==> config.mk <==
export PLATFORM = sky130hd
export DESIGN_NAME = fifo_arbiter_flat
export DESIGN_NICKNAME = d
export VERILOG_FILES = /design/src/rtl/fifo_arb_pkg.sv /design/src/rtl/fifo_arbiter_if.sv /design/src/rtl/rr_pick3.sv /design/src/rtl/fifo_arbiter.sv /design/src/flat_wrapper.sv
export SDC_FILE = /design/constraint.sdc
export NUM_CORES = 1
export LEC_CHECK = 0
export BUFFER_PORTS_ARGS = -buffer_cell sky130_fd_sc_hd__buf_2
export CORE_UTILIZATION = 48
export CTS_BUF_LIST = sky130_fd_sc_hd__clkbuf_16
export CTS_CLUSTER_DIAMETER = 60
export DETAILED_ROUTE_END_ITERATION = 10
export PLACE_DENSITY = 0.94
export SYNTH_ARGS = -nofsm -noshare
export SYNTH_HDL_FRONTEND = slang
export SYNTH_SLANG_ARGS = --single-unit
==> constraint.sdc <==
create_clock -name clk -period 5.6 [get_ports clk]
set_clock_uncertainty 0.15 [all_clocks]
set_input_delay 1.12 -clock clk [delete_from_list [all_inputs] [get_ports clk]]
set_output_delay 1.12 -clock clk [all_outputs]
set_load 0.02 [all_outputs]
==> src/rtl/fifo_arb_pkg.sv <==
// -----------------------------------------------------------------------------
// fifo_arb_pkg
// Shared definitions for the FIFO arbiter and the FIFO datapath it commands:
//   - 3-bit FIFO state/command encodings
//   - requester slot indices used by the round-robin scheduler
//   - default sizing parameters
//   - helper that gives the slot following a served one-hot slot
// -----------------------------------------------------------------------------
package fifo_arb_pkg;

    localparam int DATA_WIDTH_DEF = 32;
    localparam int DEPTH_DEF      = 8;
    localparam int CNT_WIDTH_DEF  = 4;

    // Command encodings seen by the FIFO datapath.
    typedef enum logic [2:0] {
        ST_INIT     = 3'b000,
        ST_NO_OP    = 3'b001,
        ST_WRITE    = 3'b010,
        ST_WR_ERROR = 3'b011,
        ST_READ     = 3'b100,
        ST_RD_ERROR = 3'b101
    } fifo_state_e;

    // Requester slots in round-robin order W0 -> W1 -> R -> W0.
    typedef enum logic [1:0] {
        SLOT_W0 = 2'd0,
        SLOT_W1 = 2'd1,
        SLOT_R  = 2'd2
    } slot_e;

    // Slot after the served one; a zero mask maps to W0.
    function automatic slot_e slot_after(input logic [2:0] onehot);
        if (onehot[0])      return SLOT_W1;
        else if (onehot[1]) return SLOT_R;
        else                return SLOT_W0;
    endfunction

endpackage

==> src/rtl/fifo_arbiter_if.sv <==
// -----------------------------------------------------------------------------
// fifo_arbiter_if
// Bundles the requester handshakes and the FIFO command bus of fifo_arbiter.
//   Requester side : wr_req0/wr_data0, wr_req1/wr_data1, rd_req (in),
//                    wr_gnt0/1, rd_gnt, wr_err0/1, rd_err (out pulses)
//   FIFO side      : fifo_state, fifo_wr_en, fifo_rd_en, fifo_din, occupancy
// Modports:
//   master - requesters / environment (drives requests, observes the rest)
//   slave  - the arbiter
// -----------------------------------------------------------------------------
interface fifo_arbiter_if #(
    parameter int DATA_WIDTH = 32,
    parameter int CNT_WIDTH  = 4
);
    logic                  wr_req0;
    logic [DATA_WIDTH-1:0] wr_data0;
    logic                  wr_req1;
    logic [DATA_WIDTH-1:0] wr_data1;
    logic                  rd_req;

    logic                  wr_gnt0;
    logic                  wr_gnt1;
    logic                  rd_gnt;
    logic                  wr_err0;
    logic                  wr_err1;
    logic                  rd_err;

    logic [2:0]            fifo_state;
    logic                  fifo_wr_en;
    logic                  fifo_rd_en;
    logic [DATA_WIDTH-1:0] fifo_din;
    logic [CNT_WIDTH-1:0]  occupancy;

    modport master (
        output wr_req0, wr_data0, wr_req1, wr_data1, rd_req,
        input  wr_gnt0, wr_gnt1, rd_gnt, wr_err0, wr_err1, rd_err,
        input  fifo_state, fifo_wr_en, fifo_rd_en, fifo_din, occupancy
    );

    modport slave (
        input  wr_req0, wr_data0, wr_req1, wr_data1, rd_req,
        output wr_gnt0, wr_gnt1, rd_gnt, wr_err0, wr_err1, rd_err,
        output fifo_state, fifo_wr_en, fifo_rd_en, fifo_din, occupancy
    );
endinterface

==> src/rtl/rr_pick3.sv <==
// -----------------------------------------------------------------------------
// rr_pick3
// Combinational 3-way round-robin picker.
//   eligible [2:0] : per-slot eligibility (W0=bit0, W1=bit1, R=bit2)
//   pointer        : slot with highest priority this cycle
//   pick     [2:0] : one-hot of the chosen slot, zero when nothing eligible
//   valid          : some slot was picked
// Search order starts at pointer and wraps W0 -> W1 -> R -> W0.
// -----------------------------------------------------------------------------
module rr_pick3
    import fifo_arb_pkg::*;
(
    input  logic [2:0] eligible,
    input  slot_e      pointer,
    output logic [2:0] pick,
    output logic       valid
);

    always_comb begin
        pick = 3'b000;
        case (pointer)
            SLOT_W1: begin
                if      (eligible[1]) pick = 3'b010;
                else if (eligible[2]) pick = 3'b100;
                else if (eligible[0]) pick = 3'b001;
            end
            SLOT_R: begin
                if      (eligible[2]) pick = 3'b100;
                else if (eligible[0]) pick = 3'b001;
                else if (eligible[1]) pick = 3'b010;
            end
            // W0 and the unused pointer code both search from W0.
            default: begin
                if      (eligible[0]) pick = 3'b001;
                else if (eligible[1]) pick = 3'b010;
                else if (eligible[2]) pick = 3'b100;
            end
        endcase
    end

    assign valid = |eligible;

endmodule

==> src/rtl/fifo_arbiter.sv <==
// -----------------------------------------------------------------------------
// fifo_arbiter
// Shares one FIFO datapath between two writers and one reader. At most one
// FIFO operation per cycle, chosen round-robin. A shadow occupancy count
// decides full/empty without any feedback from the FIFO.
// Ports:
//   clk     : rising-edge clock
//   reset_n : asynchronous active-low reset
//   bus     : fifo_arbiter_if.slave (requests in; grant/error pulses, FIFO
//             command, write data, enables and occupancy out)
// The state register holds the operation performed in the current cycle;
// every output is decoded from registers only.
// -----------------------------------------------------------------------------
module fifo_arbiter
    import fifo_arb_pkg::*;
#(
    parameter int DATA_WIDTH = DATA_WIDTH_DEF,
    parameter int DEPTH      = DEPTH_DEF,
    parameter int CNT_WIDTH  = CNT_WIDTH_DEF
) (
    input  logic           clk,
    input  logic           reset_n,
    fifo_arbiter_if.slave  bus
);

    localparam logic [CNT_WIDTH-1:0] CNT_FULL = CNT_WIDTH'(DEPTH);
    localparam logic [CNT_WIDTH-1:0] CNT_ONE  = CNT_WIDTH'(1);

    fifo_state_e           state_q, state_d;
    logic [2:0]            served_q, served_d;
    slot_e                 ptr_q, ptr_d;
    logic [CNT_WIDTH-1:0]  cnt_q, cnt_d;
    logic [DATA_WIDTH-1:0] din_q, din_d;

    logic [2:0]            eligible;
    logic [2:0]            pick;
    logic                  pick_valid;

    // A slot served this cycle is masked so its still-held request is not
    // served twice; this is what makes a lone requester go every 2nd cycle.
    assign eligible = {bus.rd_req, bus.wr_req1, bus.wr_req0} & ~served_q;

    rr_pick3 u_pick (
        .eligible (eligible),
        .pointer  (ptr_q),
        .pick     (pick),
        .valid    (pick_valid)
    );

    always_comb begin
        state_d  = ST_NO_OP;
        served_d = pick;
        ptr_d    = ptr_q;
        cnt_d    = cnt_q;
        din_d    = din_q;
        if (pick_valid) begin
            ptr_d = slot_after(pick);
            if (pick[SLOT_R]) begin
                if (cnt_q != '0) begin
                    state_d = ST_READ;
                    cnt_d   = cnt_q - CNT_ONE;
                end else begin
                    state_d = ST_RD_ERROR;
                end
            end else if (cnt_q < CNT_FULL) begin
                state_d = ST_WRITE;
                cnt_d   = cnt_q + CNT_ONE;
                din_d   = pick[SLOT_W0] ? bus.wr_data0 : bus.wr_data1;
            end else begin
                state_d = ST_WR_ERROR;
            end
        end
    end

    // The next state depends only on arbitration, so any unused state code
    // is left after one edge (to NO_OP when nothing is eligible).
    always_ff @(posedge clk or negedge reset_n) begin
        if (!reset_n) begin
            state_q  <= ST_INIT;
            served_q <= 3'b000;
            ptr_q    <= SLOT_W0;
            cnt_q    <= '0;
            din_q    <= '0;
        end else begin
            state_q  <= state_d;
            served_q <= served_d;
            ptr_q    <= ptr_d;
            cnt_q    <= cnt_d;
            din_q    <= din_d;
        end
    end

    // served_q tells which requester the current operation belongs to.
    assign bus.wr_gnt0    = (state_q == ST_WRITE)    && served_q[SLOT_W0];
    assign bus.wr_gnt1    = (state_q == ST_WRITE)    && served_q[SLOT_W1];
    assign bus.rd_gnt     = (state_q == ST_READ);
    assign bus.wr_err0    = (state_q == ST_WR_ERROR) && served_q[SLOT_W0];
    assign bus.wr_err1    = (state_q == ST_WR_ERROR) && served_q[SLOT_W1];
    assign bus.rd_err     = (state_q == ST_RD_ERROR);
    assign bus.fifo_state = state_q;
    assign bus.fifo_wr_en = (state_q == ST_WRITE);
    assign bus.fifo_rd_en = (state_q == ST_READ);
    assign bus.fifo_din   = din_q;
    assign bus.occupancy  = cnt_q;

endmodule

==> src/flat_wrapper.sv <==
// flat-port wrapper written by rule: the top's interface ports become plain ports
module fifo_arbiter_flat import fifo_arb_pkg::*;
#(
    parameter int DATA_WIDTH = DATA_WIDTH_DEF,
    parameter int DEPTH      = DEPTH_DEF,
    parameter int CNT_WIDTH  = CNT_WIDTH_DEF
)
  (clk, reset_n, bus_wr_req0, bus_wr_data0, bus_wr_req1, bus_wr_data1, bus_rd_req, bus_wr_gnt0, bus_wr_gnt1, bus_rd_gnt, bus_wr_err0, bus_wr_err1, bus_rd_err, bus_fifo_state, bus_fifo_wr_en, bus_fifo_rd_en, bus_fifo_din, bus_occupancy);
  fifo_arbiter_if #(.DATA_WIDTH(DATA_WIDTH), .CNT_WIDTH(CNT_WIDTH)) bus_i ();
  input  logic clk;
  input  logic reset_n;
  input wire logic [$bits(bus_i.wr_req0)-1:0] bus_wr_req0;
  input wire logic [$bits(bus_i.wr_data0)-1:0] bus_wr_data0;
  input wire logic [$bits(bus_i.wr_req1)-1:0] bus_wr_req1;
  input wire logic [$bits(bus_i.wr_data1)-1:0] bus_wr_data1;
  input wire logic [$bits(bus_i.rd_req)-1:0] bus_rd_req;
  output wire logic [$bits(bus_i.wr_gnt0)-1:0] bus_wr_gnt0;
  output wire logic [$bits(bus_i.wr_gnt1)-1:0] bus_wr_gnt1;
  output wire logic [$bits(bus_i.rd_gnt)-1:0] bus_rd_gnt;
  output wire logic [$bits(bus_i.wr_err0)-1:0] bus_wr_err0;
  output wire logic [$bits(bus_i.wr_err1)-1:0] bus_wr_err1;
  output wire logic [$bits(bus_i.rd_err)-1:0] bus_rd_err;
  output wire logic [$bits(bus_i.fifo_state)-1:0] bus_fifo_state;
  output wire logic [$bits(bus_i.fifo_wr_en)-1:0] bus_fifo_wr_en;
  output wire logic [$bits(bus_i.fifo_rd_en)-1:0] bus_fifo_rd_en;
  output wire logic [$bits(bus_i.fifo_din)-1:0] bus_fifo_din;
  output wire logic [$bits(bus_i.occupancy)-1:0] bus_occupancy;
  assign bus_i.wr_req0 = bus_wr_req0;
  assign bus_i.wr_data0 = bus_wr_data0;
  assign bus_i.wr_req1 = bus_wr_req1;
  assign bus_i.wr_data1 = bus_wr_data1;
  assign bus_i.rd_req = bus_rd_req;
  assign bus_wr_gnt0 = bus_i.wr_gnt0;
  assign bus_wr_gnt1 = bus_i.wr_gnt1;
  assign bus_rd_gnt = bus_i.rd_gnt;
  assign bus_wr_err0 = bus_i.wr_err0;
  assign bus_wr_err1 = bus_i.wr_err1;
  assign bus_rd_err = bus_i.rd_err;
  assign bus_fifo_state = bus_i.fifo_state;
  assign bus_fifo_wr_en = bus_i.fifo_wr_en;
  assign bus_fifo_rd_en = bus_i.fifo_rd_en;
  assign bus_fifo_din = bus_i.fifo_din;
  assign bus_occupancy = bus_i.occupancy;
  fifo_arbiter #(.DATA_WIDTH(DATA_WIDTH), .DEPTH(DEPTH), .CNT_WIDTH(CNT_WIDTH)) u_core (.clk(clk), .reset_n(reset_n), .bus(bus_i));
endmodule
==> summary.md, run 1 <==
| Metric | Value |
|---|---|
| Die Area | 0.00484 mm² |
| Synthesized area per cell | 10.6 µm² |
| Unique masters post-synth | 37 |
| Final GP Congestion | 0.775 |
| Actual slew at the worst max-slew pin | 0.981 ns |
| Clk root buf | clkbuf_16 |
| Switching Share | 0.447 |
| CTS tree | yes |
| Vias in the first global route | about 1800 |
| Clock power frac | 0.145 |
| Initial DRC Count | 86 |
| Total Wirelength | 4800 µm |
| Yosys top cell by area | dfrtp_1 |
| #FFs+latches synth | between 40 and 50 |
| Post-synth top area share | 0.502 |
| Floorplan core area | 0.00438 mm² |
| Worst hold path type | reg -> reg |
| Fmax | 300 MHz |
| Pwr/cell area | 671 mW/mm² |
| Crit path max-delay family | compound AO/OA/AOI/OAI gates |
| Fraction of registers with async set/reset | 1.00 |
| WP data required | 5.62 ns |
| Layout area overhead | 32.4% |
| Worst Path Arrival | 3.35 ns |
| Post-CTS Setup Bufs | 0 |
| Hold slack | ~0.32 ns |
| P_leak | 1.67 nW |
| Post-synth EDFFs | 0 |
| Drt pass-1 iters | 4 |
| Clk sinks | 44 |
| Max_cap viols | 0 |
| Final #Nets | 388 |
| DR DRC count | 0 |
| Switching power | 0.000870 W |
| Top cells by area, synth | dfrtp_1, mux2i_1, o21ai_0, nand2_1, ha_1 |
| Relative slew slack | 0.346 |
| GRT Util Overall | 0.204 |
| Reg-to-Reg End | u_core.bus.occupancy[2] |
| CP max stage delay | ~0.94 ns |
| Ys flop type | dfrtp_1 |
| TritonCTS Buffers | 5 |
| Combinational power share | 0.552 |
| Wire per inst | 13.0 µm |
| Slew Limit Fails | 0 |
| Fill count | 351 |
| Critical path peak fanout | 66 |
| Post-Syn Nets | approximately 280 |
| Die height | between 60 and 70 µm |
| CP endpoint kind | flip-flop |
| Final ANT Viol Nets | 0 |
| Hold EP | u_core.bus.fifo_din[18] |
| Cts-stage hold buffer count | 0 |
| GRT overflow | 0 |
| FF-to-FF setup slack | 2.63 ns |
| DP HPWL | 3580 µm |
| Critical path type | in -> reg |
| Post-synthesis sequential area ratio | 0.502 |
| Mapped cell area | 0.00219 mm² |
| Internal power | 0.00108 W |
| CP Launch Type | input pin |
| Die X | 69.6 µm |
| WHS Path Cells | 2 |
| Status | finished clean |
| Post-Synthesis Cells | slightly above 200 |
| Most numerous cell in the Yosys netlist | dfrtp_1 |
| Largest net degree at the start of global routing | 67 |
| RSZ-0062 raised after global routing | false |
| CP max-delay cell | a311o_2 |
| Multi-input gate area | 988 µm² |
| Post-route setup TNS | 0 ns |
| PortBufs | about 120 |
| Global-route wire length before repair | around 8000 µm |
| Final Cycle Share | 0.595 |
| Site Rows | 24 |
| Quantity of gates resized following cts | 0 |
| Min Tclk post-route | roughly 3.3 ns |
| Seq pwr share | 0.304 |
| Seq. cell area | 0.00110 mm² |
| Synth Warn # | 0 |
| Buffer and inverter count on the worst path | 1 |
| Layout cells sized above 1 | 0.421 |
| Hold Violations, Final | 0 |
| Reg-to-reg startpoint | u_core.ptr_q[0] |
| Clock transition at the registers of the reported paths | 0.06 ns |
| Io pins | 116 |
| Worst-case reg-to-reg path depth | 7 |
| Initial antenna violation count | 0 |
| Worst IR Drop VDD | 320 µV |
| Crit path cell chain | buf_2 -> nor2b_4 -> o21ai_1 -> a311o_2 -> and2_4 -> mux2_4 |
| Initial Util | 0.500 |
| H-tree depth | 2 |
| Vias/cell | 5.17 |
| Most common library cells after synthesis | dfrtp_1, nand2_1, mux2i_1, o21ai_0 |
| Clock Latency Late Sink | 0.28 ns |
| Ant diodes | 0 |
| Final setup viols | 0 |
| Longest Clk Path Bufs | 2 |
| Hold_sp | u_core.bus.fifo_din[18] |
| Vias | between 1500 and 2000 |
==> per-stage QoR <==
step	worst slack (ns)	total power [W]	instances	utilization	area, µm²
global route	2.09	0.00209	368	0.662	2900
global placement	2.09	0.00162	360	0.628	2750
finish	2.27	0.00195	368	0.662	2900
floorplan	2.59	0.00141	206	-	2190
detailed placement	1.97	0.00167	360	0.628	2750
CTS	2.26	0.00197	368	0.662	2900
==> layout by cell type (no fill, tap or decap), types with 2 or more instances in the layout <==
cell type	n
nor2b_4	2
xnor2_1	2
nor2b_1	3
and2_1	3
mux2_4	2
inv_1	4
clkinvlp_4	2
a41oi_1	2
o21ai_0	32
dfrtp_1	44
xor2_1	2
ha_1	4
nand2_1	35
clkbuf_16	5
nor2_1	2
and3_1	5
buf_2	115
mux2i_1	32
==> worst max-delay path by stage <==
| stage | startpoint | end | cells after the start |
|---|---|---|---|
| 6_report | bus_wr_req1 | u_core.bus.occupancy[2] | 6 |
| 5_1_grt | bus_wr_req1 | u_core.bus.occupancy[2] | 6 |
| 4_1_cts | bus_wr_req1 | u_core.bus.occupancy[2] | 6 |
| 3_5_place_dp | bus_wr_req1 | u_core.bus.occupancy[2] | 6 |
| 3_3_place_gp | bus_wr_req1 | u_core.bus.occupancy[2] | 6 |
| 2_1_floorplan | bus_wr_req1 | u_core.bus.occupancy[3] | 8 |
==> routing by layer <==
layer / up-vias / global-route usage / wire, µm
met5: - / 0 / 0
met4: 0 / 0.0952 / 51
met3: 4 / 0.0422 / 246
met2: 77 / 0.389 / 2730
met1: 890 / 0.208 / 1780
li1: 932 / - / -
==> final cells by class <==
type	instances	area share
Timing Repair Buffer	116	0.201
Clock inverter	3	0.00819
Multi-Input combinational cell	144	0.341
Tap cell	52	0.0224
Sequential cell	44	0.379
Inverter	4	0.00517
Clock buffer	5	0.0431
==> cell families (layout without fill, tap and decap cells) <==
| family | after synthesis | count (layout) | synth area share |
|---|---|---|---|
| AO/OA/AOI/OAI | 44 | 44 | 0.115 |
| XOR/XNOR | 4 | 4 | 0.0160 |
| adder cells (fa/ha/maj) | 4 | 4 | 0.0228 |
| buffers and inverters | 18 | 128 | 0.0474 |
| flip-flops | 44 | 44 | 0.502 |
| multiplexers | 34 | 34 | 0.160 |
| AND/OR/NAND/NOR | 58 | 58 | 0.136 |
==> power groups by stage <==
stage	Sequential (W)	Combinational, W	Clock [W]
2_1_floorplan	0.000756	0.000655	0
3_3_place_gp	0.000586	0.00103	0
3_5_place_dp	0.000595	0.00108	0
4_1_cts	0.000592	0.00108	0.000289
5_1_grt	0.000612	0.00117	0.000302
6_report	0.000591	0.00107	0.000282
==> flip-flops by register name (all words and copies together) (netlist names) <==
| register | flops |
|---|---|
| u_core.bus.fifo_din | 32 |
| u_core.ptr_q | 2 |
| u_core.served_q | 3 |
| u_core.bus.occupancy | 4 |
| u_core.bus.fifo_state | 3 |
==> worst register-to-register path, delay by kind of cell, from the launching register on <==
kind | cells | cell delay (ns)
AOI/OAI and AO/OA | 2 | 1.22
adders and majority gates | 1 | 0.36
buffers and inverters | 1 | 0.06
DFF | 1 | 0.38
muxes | 1 | 0.30
and+or+nand+nor | 2 | 0.39
No activity file was read; power rests on OpenSTA's default activity.
==> inputs of run 2 (changes only) <==
- CORE_UTILIZATION: 48 -> 45
- PLACE_DENSITY: 0.94 -> 0.89
- clock period: 5.6 -> 3.4 ns (I/O delays scaled with it)
==> summary.md, run 2 (synthesis results as in run 1) <==
| Metric | Value |
|---|---|
| Status | complete, but fails checks |
| Failing checks | design-rule violations |
| Worst Path Arrival | approximately 2.6 ns |
| Vias | 1882 |
| Worst hold path type | reg -> reg |
| Fmax | about 390 MHz |
| Worst-case reg-to-reg path depth | 9 |
| Hold Violations, Final | 0 |
| Clk sinks | 44 |
| Die height | 71.8 µm |
| Drt pass-1 iters | 7 |
| Io pins | 116 |
| Critical path peak fanout | 9 |
| Switching Share | 0.438 |
| Die X | 71.8 µm |
| Quantity of gates resized following cts | 0 |
| Longest Clk Path Bufs | 2 |
| Final #Nets | 391 |
| Layout cells sized above 1 | 0.417 |
| Max_cap viols | 0 |
| DP HPWL | ~3400 µm |
| Commonest non-fill, non-tap cells in the layout | buf_2, dfrtp_1, nand2_1 |
| Site Rows | 25 |
| Final Cycle Share | 0.762 |
| RSZ-0062 raised after global routing | false |
| Cts-stage hold buffer count | 0 |
| DR DRC count | 4 |
| Final core utilization | 0.621 |
| Internal power | 0.00179 W |
| Clock power frac | 0.136 |
| GRT Util Overall | 0.184 |
| Clk root buf | clkbuf_16 |
| Fill count | 407 |
| Final GP Congestion | 0.781 |
| DRT met1 WL | ~1900 µm |
| Layout area overhead | 32.9% |
| Pwr/cell area | ~1100 mW/mm² |
| CP endpoint kind | flip-flop |
| CP max stage delay | about 0.5 ns |
| Vias in the first global route | 1706 |
| Largest net degree at the start of global routing | 45 |
| CTS tree | yes |
| Highest routing layer actually used | met4 |
| Final setup viols | 0 |
| WHS Path Cells | 2 |
| PortBufs | 115 |
| Number of flip-flops in the largest register | 32 |
| Global-route wire length before repair | 7430 µm |
| CP Launch Type | input pin |
| Die Area | 0.00515 mm² |
| Wire per inst | about 12 µm |
| Met2 WL | roughly 2300 µm |
| Post-route setup TNS | 0 ns |
| Slew Limit Fails | 0 |
| Seq pwr share | 0.303 |
| P_leak | 1.69 nW |
| Crit path cell chain | buf_2 -> nor2b_1 -> and3_1 -> ha_1 -> a21o_1 -> and4_1 -> a211oi_1 -> xor2_1 |
| Met3 WL | 210 µm |
| WP data required | about 3.5 ns |
| Post-CTS Setup Bufs | 0 |
| Switching power | 0.00139 W |
| Ant diodes | 0 |
| Combinational power share | 0.560 |
| Final ANT Viol Nets | 0 |
| Initial DRC Count | 109 |
| Initial Util | 0.467 |
| H-tree depth | 2 |
| Most common cell after layout, fill and taps aside | buf_2 |
| Clock Latency Late Sink | 0.27 ns |
| Actual slew at the worst max-slew pin | about 0.94 ns |
| Worst IR Drop VDD | 496 µV |
| GRT overflow | 0 |
| Total Wirelength | 4510 µm |
| TritonCTS Buffers | 5 |
| Min Tclk post-route | 2.59 ns |
| Critical path type | in -> reg |
| Vias/cell | 5.05 |
| CP max-delay cell | nor2b_1 |
| Clock transition at the registers of the reported paths | 0.06 ns |
| Initial antenna violation count | 0 |
| Floorplan core area | ~0.0047 mm² |
| Relative slew slack | 0.375 |
## run 2: through the flow
step / worst slack, ns / total power [W] / instances / cell area (µm²) / hold WS, ns
floorplan: 0.829 / 0.00232 / 206 / 2190 / 0.234
global placement: 0.666 / 0.00271 / 365 / 2780 / 0.308
detailed placement: 0.592 / 0.00277 / 365 / 2780 / 0.315
CTS: 0.853 / 0.00322 / 373 / 2910 / 0.327
global route: 0.658 / 0.00344 / 373 / 2910 / 0.355
finish: 0.810 / 0.00319 / 373 / 2910 / 0.318
## run 2: layer usage
metal	up-vias	global-route usage
met5	-	0
met4	0	0.0784
met3	8	0.0323
met2	64	0.333
met1	869	0.213
li1	941	-
## run 2: final timing paths
path	startpoint	endpoint	slack (ns)
worst max-delay path	bus_rd_req	u_core.bus.occupancy[3]	0.81
worst min-delay path	u_core.bus.fifo_din[19]	u_core.bus.fifo_din[19]	0.32
worst max register to register	u_core.ptr_q[0]	u_core.bus.occupancy[3]	0.89
worst min register to register	u_core.bus.fifo_din[19]	u_core.bus.fifo_din[19]	0.32
max in group asynchronous	reset_n	u_core.bus.fifo_din[25]	2.12
min in group asynchronous	reset_n	u_core.bus.fifo_state[0]	0.40
## run 2: critical path, delay by kind of cell
kind            cells  cell delay, ns
simple gates        3            1.00
xor+xnor            1            0.17
compound gates      2            0.40
buf+inv             1            0.09
fa+ha+maj           1            0.29
## run 2: final cells by class
class | count | area [µm²] | area share
Multi-Input combinational cell | 144 | 988 | 0.339
Sequential cell | 44 | 1100 | 0.378
Timing Repair Buffer | 119 | 606 | 0.208
Tap cell | 54 | 67.6 | 0.0232
Clock buffer | 5 | 125 | 0.0429
Inverter | 4 | 15.0 | 0.00515
Clock inverter | 3 | 11.3 | 0.00386
## run 2: power groups by stage
stage	Clock [W]	Combinational, W	Sequential [W]
floorplan	0	0.00108	0.00124
global placement	0	0.00174	0.000965
detailed placement	0	0.00180	0.000973
finish	0.000435	0.00179	0.000966
global route	0.000473	0.00197	0.00100
CTS	0.000447	0.00181	0.000969
